[config.mk]
export PLATFORM = sky130hd
export DESIGN_NAME = i2c_xfer_seq
export DESIGN_NICKNAME = d
export VERILOG_FILES = /design/src/rtl/i2c_xfer_seq.sv
export SDC_FILE = /design/constraint.sdc
export NUM_CORES = 1
export LEC_CHECK = 0
export CAP_MARGIN = 30
export CORE_MARGIN = 10
export CORE_UTILIZATION = 49
export CTS_CLUSTER_DIAMETER = 80
export DETAILED_ROUTE_END_ITERATION = 12
export GPL_ROUTABILITY_DRIVEN = 0
export GPL_TIMING_DRIVEN = 0
export PLACE_DENSITY = 0.77
export SLEW_MARGIN = 10
export SYNTH_ARGS = -nofsm -noshare
export SYNTH_HDL_FRONTEND = slang
export SYNTH_SLANG_ARGS = --single-unit
[constraint.sdc]
create_clock -name clk -period 3.1 [get_ports clk]
set_clock_uncertainty 0.05 [all_clocks]
set_input_delay 0.31 -clock clk [delete_from_list [all_inputs] [get_ports clk]]
set_output_delay 0.31 -clock clk [all_outputs]
set_load 0.03 [all_outputs]
[src/rtl/i2c_xfer_seq.sv]
// I2C master transfer sequencer: expands one write / read / write-then-read /
// probe request into START, address, R/W, data, ACK and STOP bit-layer commands.
module i2c_xfer_seq #(
    parameter int ADDR_SZ = 7,
    parameter int WORD_SZ = 8,
    parameter int DATA_SZ = 4,
    parameter int CMD_SZ  = 3,
    parameter int PTR_SZ  = $clog2(DATA_SZ) + 1
) (
    input  logic               clk,
    input  logic               reset,
    input  logic               init,
    input  logic [ADDR_SZ-1:0] addr,
    input  logic [PTR_SZ-1:0]  wr_len,
    input  logic [PTR_SZ-1:0]  rd_len,
    input  logic [WORD_SZ-1:0] wr_data,
    output logic [PTR_SZ-1:0]  wr_ptr,
    output logic [WORD_SZ-1:0] rd_data,
    output logic [PTR_SZ-1:0]  rd_ptr,
    output logic               rd_we,
    output logic [CMD_SZ-1:0]  command,
    output logic               cmd_valid,
    input  logic               cmd_ready,
    input  logic               rx_valid,
    input  logic               rx_bit,
    output logic               ready,
    output logic               nack_err
);

    // bit-layer command codes
    localparam logic [CMD_SZ-1:0] CMDIDLE  = CMD_SZ'(0);
    localparam logic [CMD_SZ-1:0] CMDSTART = CMD_SZ'(1);
    localparam logic [CMD_SZ-1:0] CMDSTOP  = CMD_SZ'(2);
    localparam logic [CMD_SZ-1:0] CMDBIT0  = CMD_SZ'(3);
    localparam logic [CMD_SZ-1:0] CMDBIT1  = CMD_SZ'(4);
    localparam logic [CMD_SZ-1:0] CMDRBIT  = CMD_SZ'(5);

    localparam int CNT_MAX = (ADDR_SZ > WORD_SZ) ? ADDR_SZ : WORD_SZ;
    localparam int CW      = $clog2(CNT_MAX) + 1;
    localparam logic [CW-1:0]     A_LAST  = CW'(ADDR_SZ - 1);
    localparam logic [CW-1:0]     W_LAST  = CW'(WORD_SZ - 1);
    localparam logic [PTR_SZ-1:0] LEN_MAX = PTR_SZ'(DATA_SZ);

    typedef enum logic [3:0] {
        S_IDLE, S_START, S_ADDR, S_RWBIT, S_AACK, S_WBYTE,
        S_WACK, S_RSTART, S_RBYTE, S_MACK, S_STOP
    } state_t;

    state_t              state_q, state_d;
    logic [CW-1:0]       cnt_q, cnt_d;
    logic                wait_q, wait_d;        // CMDRBIT sent, waiting for rx_valid
    logic                rd_phase_q, rd_phase_d;
    logic [ADDR_SZ-1:0]  addr_q, addr_d;
    logic [PTR_SZ-1:0]   wr_len_q, wr_len_d;
    logic [PTR_SZ-1:0]   rd_len_q, rd_len_d;
    logic [PTR_SZ-1:0]   wr_ptr_q, wr_ptr_d;
    logic [PTR_SZ-1:0]   rd_ptr_q, rd_ptr_d;
    logic [WORD_SZ-1:0]  rd_data_q, rd_data_d;
    logic                rd_we_q, rd_we_d;
    logic [CMD_SZ-1:0]   command_q, command_d;
    logic                cmd_valid_q, cmd_valid_d;
    logic                ready_q, ready_d;
    logic                nack_err_q, nack_err_d;

    logic                load, hold;
    logic [PTR_SZ-1:0]   wl_c, rl_c, wr_ptr_inc;
    logic                last_rd;
    logic [ADDR_SZ-1:0]  a_sh;
    logic [WORD_SZ-1:0]  w_sh;
    logic [CMD_SZ-1:0]   cmd_sel;

    assign wl_c       = (wr_len > LEN_MAX) ? LEN_MAX : wr_len;
    assign rl_c       = (rd_len > LEN_MAX) ? LEN_MAX : rd_len;
    assign wr_ptr_inc = wr_ptr_q + PTR_SZ'(1);
    assign last_rd    = (rd_ptr_q == rd_len_q - PTR_SZ'(1));

    // Sequencing: accept, command handshake advance, and ACK/read-bit handling.
    // After an rx_valid event no command is loaded that cycle; the next cycle
    // loads it, so a write byte always sees wr_data at the updated wr_ptr.
    always_comb begin
        state_d    = state_q;
        cnt_d      = cnt_q;
        wait_d     = wait_q;
        rd_phase_d = rd_phase_q;
        addr_d     = addr_q;
        wr_len_d   = wr_len_q;
        rd_len_d   = rd_len_q;
        wr_ptr_d   = wr_ptr_q;
        rd_ptr_d   = rd_ptr_q;
        rd_data_d  = rd_data_q;
        rd_we_d    = 1'b0;
        ready_d    = ready_q;
        nack_err_d = nack_err_q;
        load       = 1'b0;
        hold       = 1'b0;
        if (state_q == S_IDLE) begin
            ready_d = 1'b1;
            if (init) begin
                addr_d     = addr;
                wr_len_d   = wl_c;
                rd_len_d   = rl_c;
                rd_phase_d = (wl_c == '0) && (rl_c != '0);
                wr_ptr_d   = '0;
                rd_ptr_d   = '0;
                nack_err_d = 1'b0;
                ready_d    = 1'b0;
                cnt_d      = '0;
                wait_d     = 1'b0;
                state_d    = S_START;
                load       = 1'b1;
            end
        end else if (wait_q) begin
            if (rx_valid) begin
                wait_d = 1'b0;
                cnt_d  = '0;
                case (state_q)
                    S_AACK: begin
                        if (rx_bit) begin
                            nack_err_d = 1'b1;
                            state_d    = S_STOP;
                        end else if (rd_phase_q) begin
                            state_d = S_RBYTE;
                        end else if (wr_len_q != '0) begin
                            state_d = S_WBYTE;
                        end else begin
                            state_d = S_STOP;
                        end
                    end
                    S_WACK: begin
                        if (rx_bit) begin
                            nack_err_d = 1'b1;
                            state_d    = S_STOP;
                        end else begin
                            wr_ptr_d = wr_ptr_inc;
                            if (wr_ptr_inc < wr_len_q)  state_d = S_WBYTE;
                            else if (rd_len_q != '0)    state_d = S_RSTART;
                            else                        state_d = S_STOP;
                        end
                    end
                    S_RBYTE: begin
                        rd_data_d = {rd_data_q[WORD_SZ-2:0], rx_bit};
                        if (cnt_q == W_LAST) begin
                            rd_we_d = 1'b1;
                            state_d = S_MACK;
                        end else begin
                            cnt_d = cnt_q + CW'(1);
                        end
                    end
                    default: state_d = S_STOP;
                endcase
            end
        end else if (!cmd_valid_q) begin
            load = 1'b1;
        end else if (!cmd_ready) begin
            load = 1'b1;
            hold = 1'b1;
        end else begin
            load = 1'b1;
            case (state_q)
                S_START: begin
                    state_d = S_ADDR;
                    cnt_d   = '0;
                end
                S_ADDR: begin
                    if (cnt_q == A_LAST) state_d = S_RWBIT;
                    else                 cnt_d   = cnt_q + CW'(1);
                end
                S_RWBIT: state_d = S_AACK;
                S_WBYTE: begin
                    if (cnt_q == W_LAST) begin
                        state_d = S_WACK;
                        cnt_d   = '0;
                    end else begin
                        cnt_d = cnt_q + CW'(1);
                    end
                end
                S_RSTART: begin
                    state_d    = S_ADDR;
                    cnt_d      = '0;
                    rd_phase_d = 1'b1;
                end
                S_MACK: begin
                    rd_ptr_d = rd_ptr_q + PTR_SZ'(1);
                    cnt_d    = '0;
                    state_d  = last_rd ? S_STOP : S_RBYTE;
                end
                S_AACK, S_WACK, S_RBYTE: begin
                    load   = 1'b0;
                    wait_d = 1'b1;
                end
                S_STOP: begin
                    load    = 1'b0;
                    state_d = S_IDLE;
                    ready_d = 1'b1;
                end
                default: load = 1'b0;
            endcase
        end
    end

    // Command for the state/bit being entered; held unchanged while stalled.
    always_comb begin
        a_sh    = addr_q << cnt_d;
        w_sh    = wr_data << cnt_d;
        cmd_sel = CMDIDLE;
        case (state_d)
            S_START, S_RSTART:       cmd_sel = CMDSTART;
            S_ADDR:                  cmd_sel = a_sh[ADDR_SZ-1] ? CMDBIT1 : CMDBIT0;
            S_RWBIT:                 cmd_sel = rd_phase_q ? CMDBIT1 : CMDBIT0;
            S_AACK, S_WACK, S_RBYTE: cmd_sel = CMDRBIT;
            S_WBYTE:                 cmd_sel = w_sh[WORD_SZ-1] ? CMDBIT1 : CMDBIT0;
            S_MACK:                  cmd_sel = last_rd ? CMDBIT1 : CMDBIT0;
            S_STOP:                  cmd_sel = CMDSTOP;
            default:                 cmd_sel = CMDIDLE;
        endcase
        cmd_valid_d = load;
        command_d   = hold ? command_q : (load ? cmd_sel : CMDIDLE);
    end

    // State and registered outputs; reset drops everything without a STOP.
    always_ff @(posedge clk or negedge reset) begin
        if (!reset) begin
            state_q     <= S_IDLE;
            cnt_q       <= '0;
            wait_q      <= 1'b0;
            rd_phase_q  <= 1'b0;
            addr_q      <= '0;
            wr_len_q    <= '0;
            rd_len_q    <= '0;
            wr_ptr_q    <= '0;
            rd_ptr_q    <= '0;
            rd_data_q   <= '0;
            rd_we_q     <= 1'b0;
            command_q   <= CMDIDLE;
            cmd_valid_q <= 1'b0;
            ready_q     <= 1'b1;
            nack_err_q  <= 1'b0;
        end else begin
            state_q     <= state_d;
            cnt_q       <= cnt_d;
            wait_q      <= wait_d;
            rd_phase_q  <= rd_phase_d;
            addr_q      <= addr_d;
            wr_len_q    <= wr_len_d;
            rd_len_q    <= rd_len_d;
            wr_ptr_q    <= wr_ptr_d;
            rd_ptr_q    <= rd_ptr_d;
            rd_data_q   <= rd_data_d;
            rd_we_q     <= rd_we_d;
            command_q   <= command_d;
            cmd_valid_q <= cmd_valid_d;
            ready_q     <= ready_d;
            nack_err_q  <= nack_err_d;
        end
    end

    assign wr_ptr    = wr_ptr_q;
    assign rd_ptr    = rd_ptr_q;
    assign rd_data   = rd_data_q;
    assign rd_we     = rd_we_q;
    assign command   = command_q;
    assign cmd_valid = cmd_valid_q;
    assign ready     = ready_q;
    assign nack_err  = nack_err_q;

endmodule

-- Word level (Yosys, flattened, before mapping)
Index checks and enable logic that the tools add are counted.
Widths: inputs -> output; s select.
- register bits: 44
- output and inout port bits: 21
- add/sub/neg operators: 4
- magnitude comparators: 3
- equal/unequal tests: 26
- shifts and indexed selects: 2
- multiplexer cells: 86
- bitwise gates (word level): 1
- reductions and logical operators: 30
- operator list (operator ; number):
    $mux 4 ; 24
    $mux 3 ; 18
    $eq 4x3->1 const B ; 10
    $mux 1 ; 39
    $eq 4x4->1 const B ; 6
    $pmux 4 s3 ; 2
    $pmux 4 s6 ; 1
    $pmux 3 s7 ; 1
    $reduce_and 5->1 ; 4
    $reduce_bool 2->1 ; 10
    $eq 4x2->1 const B ; 4
    $reduce_bool 3->1 ; 3
    $reduce_or 3->1 ; 3
    $eq 4x1->1 const B ; 2
    $reduce_and 4->1 ; 2
    $shl 8x4->8 ; 1
    $shl 7x4->7 ; 1
    $add 3x1->3 const B ; 2
    $gt 3x3->1 const B ; 2
    $reduce_or 2->1 ; 3
    $reduce_or 6->1 ; 1
    $add 4x1->4 const B ; 1
    $logic_not 4->1 ; 1
    $ne 2x1->1 const B ; 2
    9 further kinds ; 9

-- Depth between registers and ports, before layout
- depth after elaboration: 12
- depth in mapped cells: 12
- gate-level depth less buffers: 12

-- Least setup slack after synthesis
No wires, ideal clock.
- path type: flip-flop to flip-flop
- from: register wr_ptr_q[0], in the netlist wr_ptr[0]
- to: register command_q[2], in the netlist command[2]
- arrival time: 3.057 ns
- slack: -0.146 ns
- stages on the path, launching flop included: 12
- path buffers: 0
- period minus slack after synthesis: 3.246 ns
- path through: dfrtp_1 ha_1 xor2_1 ha_1 a211o_1 a31oi_1 o211ai_1 a22oi_4 inv_2 and3_1 o311a_1 or4b_1
- longest elaborated chain between the ends: 12
- elaborated cells between the ends (all ways): 22
- ends and longest elaborated chain (what ; line ; text):
    from (decl) ; 56 ; logic [PTR_SZ-1:0] wr_ptr_q, wr_ptr_d;
    from (signal assigned) ; 246 ; wr_ptr_q <= wr_ptr_d;
    $add 3x1->3 (*) ; 74 ; assign wr_ptr_inc = wr_ptr_q + PTR_SZ'(1);
    $lt 3x3->1 (*) ; 135 ; if (wr_ptr_inc < wr_len_q) state_d = S_WBYTE;
    $mux 4 (*) ; 135 ;
    $mux 4 (*) ; 130 ; if (rx_bit) begin
    $pmux 4 s3 (*) ; 116 ; case (state_q)
    $mux 4 (*) ; 113 ; if (rx_valid) begin
    $mux 4 (*) ; 112 ; end else if (wait_q) begin
    $mux 4 (*) ; 96 ; if (state_q == S_IDLE) begin
    via state_d[1] ; 49 ; state_t state_q, state_d;
    $eq 4x3->1 (tied with other cells) ; 206 ; case (state_d)
    $reduce_or 3->1 or $reduce_or 2->1 (tied branches) ; 206 ;
    $pmux 3 s7 (*) ; 206 ;
    $mux 3 (*) ; 217 ; command_d = hold ? command_q : (load ? cmd_sel : CMDIDLE);
    to (signal assigned) ; 250 ; command_q <= command_d;
    to (decl) ; 60 ; logic [CMD_SZ-1:0] command_q, command_d;
Mark *: on every way through the listed nets, which the timed path passes. The rest lies on a longest branch.
A chain may end at the register's enable or synchronous reset.

-- Final worst setup path
- from: register cnt_q[1]
- to: register command_q[2], in the netlist command[2]
- longest elaborated chain between the ends: 11
- elaborated cells between the ends (all ways): 41
- ends and longest elaborated chain (what ; line ; text):
    from (decl) ; 50 ; logic [CW-1:0] cnt_q, cnt_d;
    from (signal assigned) ; 240 ; cnt_q <= cnt_d;
    $add 4x1->4 (tied with other cells) ; 146, 166, 174 ;
    $mux 4 (on tied branches) ; 142, 170, 165 ;
    $pmux 4 s3 or $pmux 4 s6 (tied branches) ; 159 ; case (state_q)
    $mux 4 ; 154 ; end else if (!cmd_ready) begin
    $mux 4 ; 152 ; end else if (!cmd_valid_q) begin
    $mux 4 ; 112 ;
    $mux 4 ; 96 ;
    $shl 8x4->8 (tied with other cells) ; 204 ; w_sh = wr_data << cnt_d;
    $mux 3 (tied with other cells) ; 211 ; S_WBYTE: cmd_sel = w_sh[WORD_SZ-1] ? CMDBIT1 : CMDBIT0;
    $pmux 3 s7 (*) ; 206 ;
    $mux 3 (*) ; 217 ;
Mark *: on every way between the ends. The rest lies on a longest branch, timed or not.

==> metrics <==
DP Cell Count 454; unrepaired setup endpoints after global routing yes; final std cells w/o fill 481; fin crit period 3.20 ns; Post-Synthesis Cell Area 0.00304 mm²; ant diodes 0; worst IR drop on VDD 0.000639 V; fmax 313 MHz; Die W 98.7 µm; Clock Sinks 44; Residual DRC 0; ranking of synthesized cells by area dfrtp_1, nand2_1, mux2_2, ha_1, o21ai_0; top cell type's share of synthesized area 35.4%; power density over cell area 1060 mW/mm²; cts bufs inserted 5; CTS tree done; Post-synth EDFFs 0; Critical Path Sink Type flop; initial DRC count 326; Yosys reg bits 44; WL/cell 18.2 µm; post-synth net total 366; crit share post-route 103%; RR Startpoint cnt_q[1]$_DFF_PN0_; final instance area 0.00400 mm²; initial core utilization 51.0%; syn_area_per_cell 9.18 µm²; max_cap viols 0; worst-margin pin slew 0.756 ns; Setup Crit Path Kind flop to flop; busiest grt layer met2; Crit path required time 3.22 ns; core area 0.00596 mm²; post-layout util 67.1%; clk buf depth 2; met2 usage 27.9%; Root Buffer Master clkbuf_8; Placed Area 0.00364 mm²; register area share after synthesis 36.3%; Syn Inst Count 331; Area growth, synth to finish 31.6%; Arr. time, crit path 3.32 ns; PortBufs 47; Min Hold Slack 0.417 ns; vias 2,980; most common cell in the netlist nand2_1; Tot GR Track Use 17.2%; htree depth 2; Most used DFF post-synth dfrtp_1; grt ovf 0; Reg2Reg Depth 9; leading area contributor after synthesis dfrtp_1; fin worst setup slack -0.0970 ns; FF-to-FF setup slack -0.1 ns; initial antenna violation count 0; first-pass detailed-route iteration total 5; count of final setup violators 1; Slew headroom 48.9%; die area 0.00975 mm²; Pins Over Slew Limit 0; grt met1 use 21.5%; Vias/cell 6.20; layout net count 440; I/O pin count 48; status complete, but fails checks; row count 28; DP HPWL 6210 µm; yosys warns 0; ANT nets after route 0; FF-to-FF End command[2]$_DFFE_PN0N_; commonest cells in the synthesized netlist nand2_1, dfrtp_1, nor2_1, inv_1, o21ai_0; Die Ht 98.7 µm; Final Hold Violating Endpoints 0; Clock transition at path regs 0.09 ns; largest net degree at the start of global routing 30; Post-Place Setup Slack -0.589 ns; worst skew pair latency 0.31 ns; WL final 8770 µm; Synth cell types 70; first-pass GRT wire length 14,100 µm; failing checks setup timing; met3 Use GR 3.98%; Worst Hold Class primary input to async pin; fraction of layout cells with a size suffix above 1 20.0%; LEAKAGE 0.00169 µW; vias in the first global route 2,855; crit start category flop; CP max FO 7; FFs w/ async S/R, synth 100%
## routing by layer
layer  vias to the layer above  part of all wire [%]
li1                       1381                     -
met1                      1422                    41
met2                       145                    48
met3                        32                   7.5
met4                         0                   3.3
met5                         -                     0
## sequential cells by signal, indices dropped and copies added, names as in the netlist, 3 cells and up
| register | count |
|---|---|
| wr_len_q | 3 |
| state_q | 4 |
| rd_len_q | 3 |
| wr_ptr | 3 |
| command | 3 |
| rd_data | 8 |
| rd_ptr | 3 |
| cnt_q | 4 |
| addr_q | 7 |
## worst max path at each step
stage,from,endpoint,cells after the start
after floorplan,wr_ptr[0]$_DFFE_PN0P_,command[2]$_DFFE_PN0N_,11
after global placement,cmd_ready,command[2]$_DFFE_PN0N_,9
after detailed placement,cmd_ready,command[2]$_DFFE_PN0N_,9
after CTS,wr_ptr[0]$_DFFE_PN0P_,command[2]$_DFFE_PN0N_,10
after global routing,wr_ptr[0]$_DFFE_PN0P_,command[2]$_DFFE_PN0N_,12
final,cnt_q[1]$_DFF_PN0_,command[2]$_DFFE_PN0N_,9
## stage by stage
stage	total power, µW	setup TNS [ns]
after floorplan	2710	-0.0213
after global placement	3260	-0.734
after detailed placement	3320	-0.969
after CTS	4120	-0.0704
after global routing	4530	-0.229
final	4250	-0.0970
## worst max-delay path: stages, from the launching register on
cell      delay [ns]
dfrtp_1         0.43
ha_1            0.25
nand3b_1        0.29
a21o_1          0.27
a311oi_1        0.37
o31a_1          0.22
a21boi_0        0.13
and3_4          0.21
o311a_1         0.31
or4b_1          0.53
## what timing repair did
action,in CTS,in global routing
setup endpoints to repair,3,3
resized for setup,17,6
hold endpoints to repair,14,0
buffers inserted,18,0
pin swaps,15,2
hold buffers,1,0
## layout by cell type, fill, tap and decap left out, drive strengths merged, types with 8 or more instances in the layout
| cell | synthesis | routed |
|---|---|---|
| buf | 9 | 29 |
| inv | 20 | 20 |
| nand3b | 9 | 9 |
| nand2 | 50 | 50 |
| nor2 | 19 | 19 |
| o21ai | 17 | 17 |
| clkdlybuf4s50 | 0 | 46 |
| mux2 | 9 | 9 |
| nor3 | 8 | 8 |
| ha | 8 | 8 |
| dfrtp | 43 | 43 |
| clkbuf | 7 | 12 |
| a21oi | 13 | 13 |
## cell type report
| type | instances | area (µm²) |
|---|---|---|
| clock inverters | 3 | 42.5 |
| inverters | 20 | 75.1 |
| repair buffers | 67 | 631 |
| well taps | 75 | 93.8 |
| flip-flops and latches | 44 | 1100 |
| fillers | 494 | 1960 |
| multi-input cells | 251 | 1880 |
| clock buffers | 5 | 68.8 |
| plain buffers | 16 | 104 |
## logic make-up after synthesis
family                   synth area share (%)
multiplexers                             6.47
XOR/XNOR                                 2.51
buffers and inverters                    5.68
flip-flops                               36.3
AO/OA/AOI/OAI                            21.5
adder cells (fa/ha/maj)                  3.30
AND/OR/NAND/NOR                          24.3
## power by group
part	switching [µW]	total (µW)	internal (µW)	leakage, µW
logic	1630	2890	1270	0.00107
registers	140	908	768	0.000570
clock network	208	446	239	0.0000541
total	1980	4250	2270	0.00169
No activity file was read; power rests on OpenSTA's default activity.
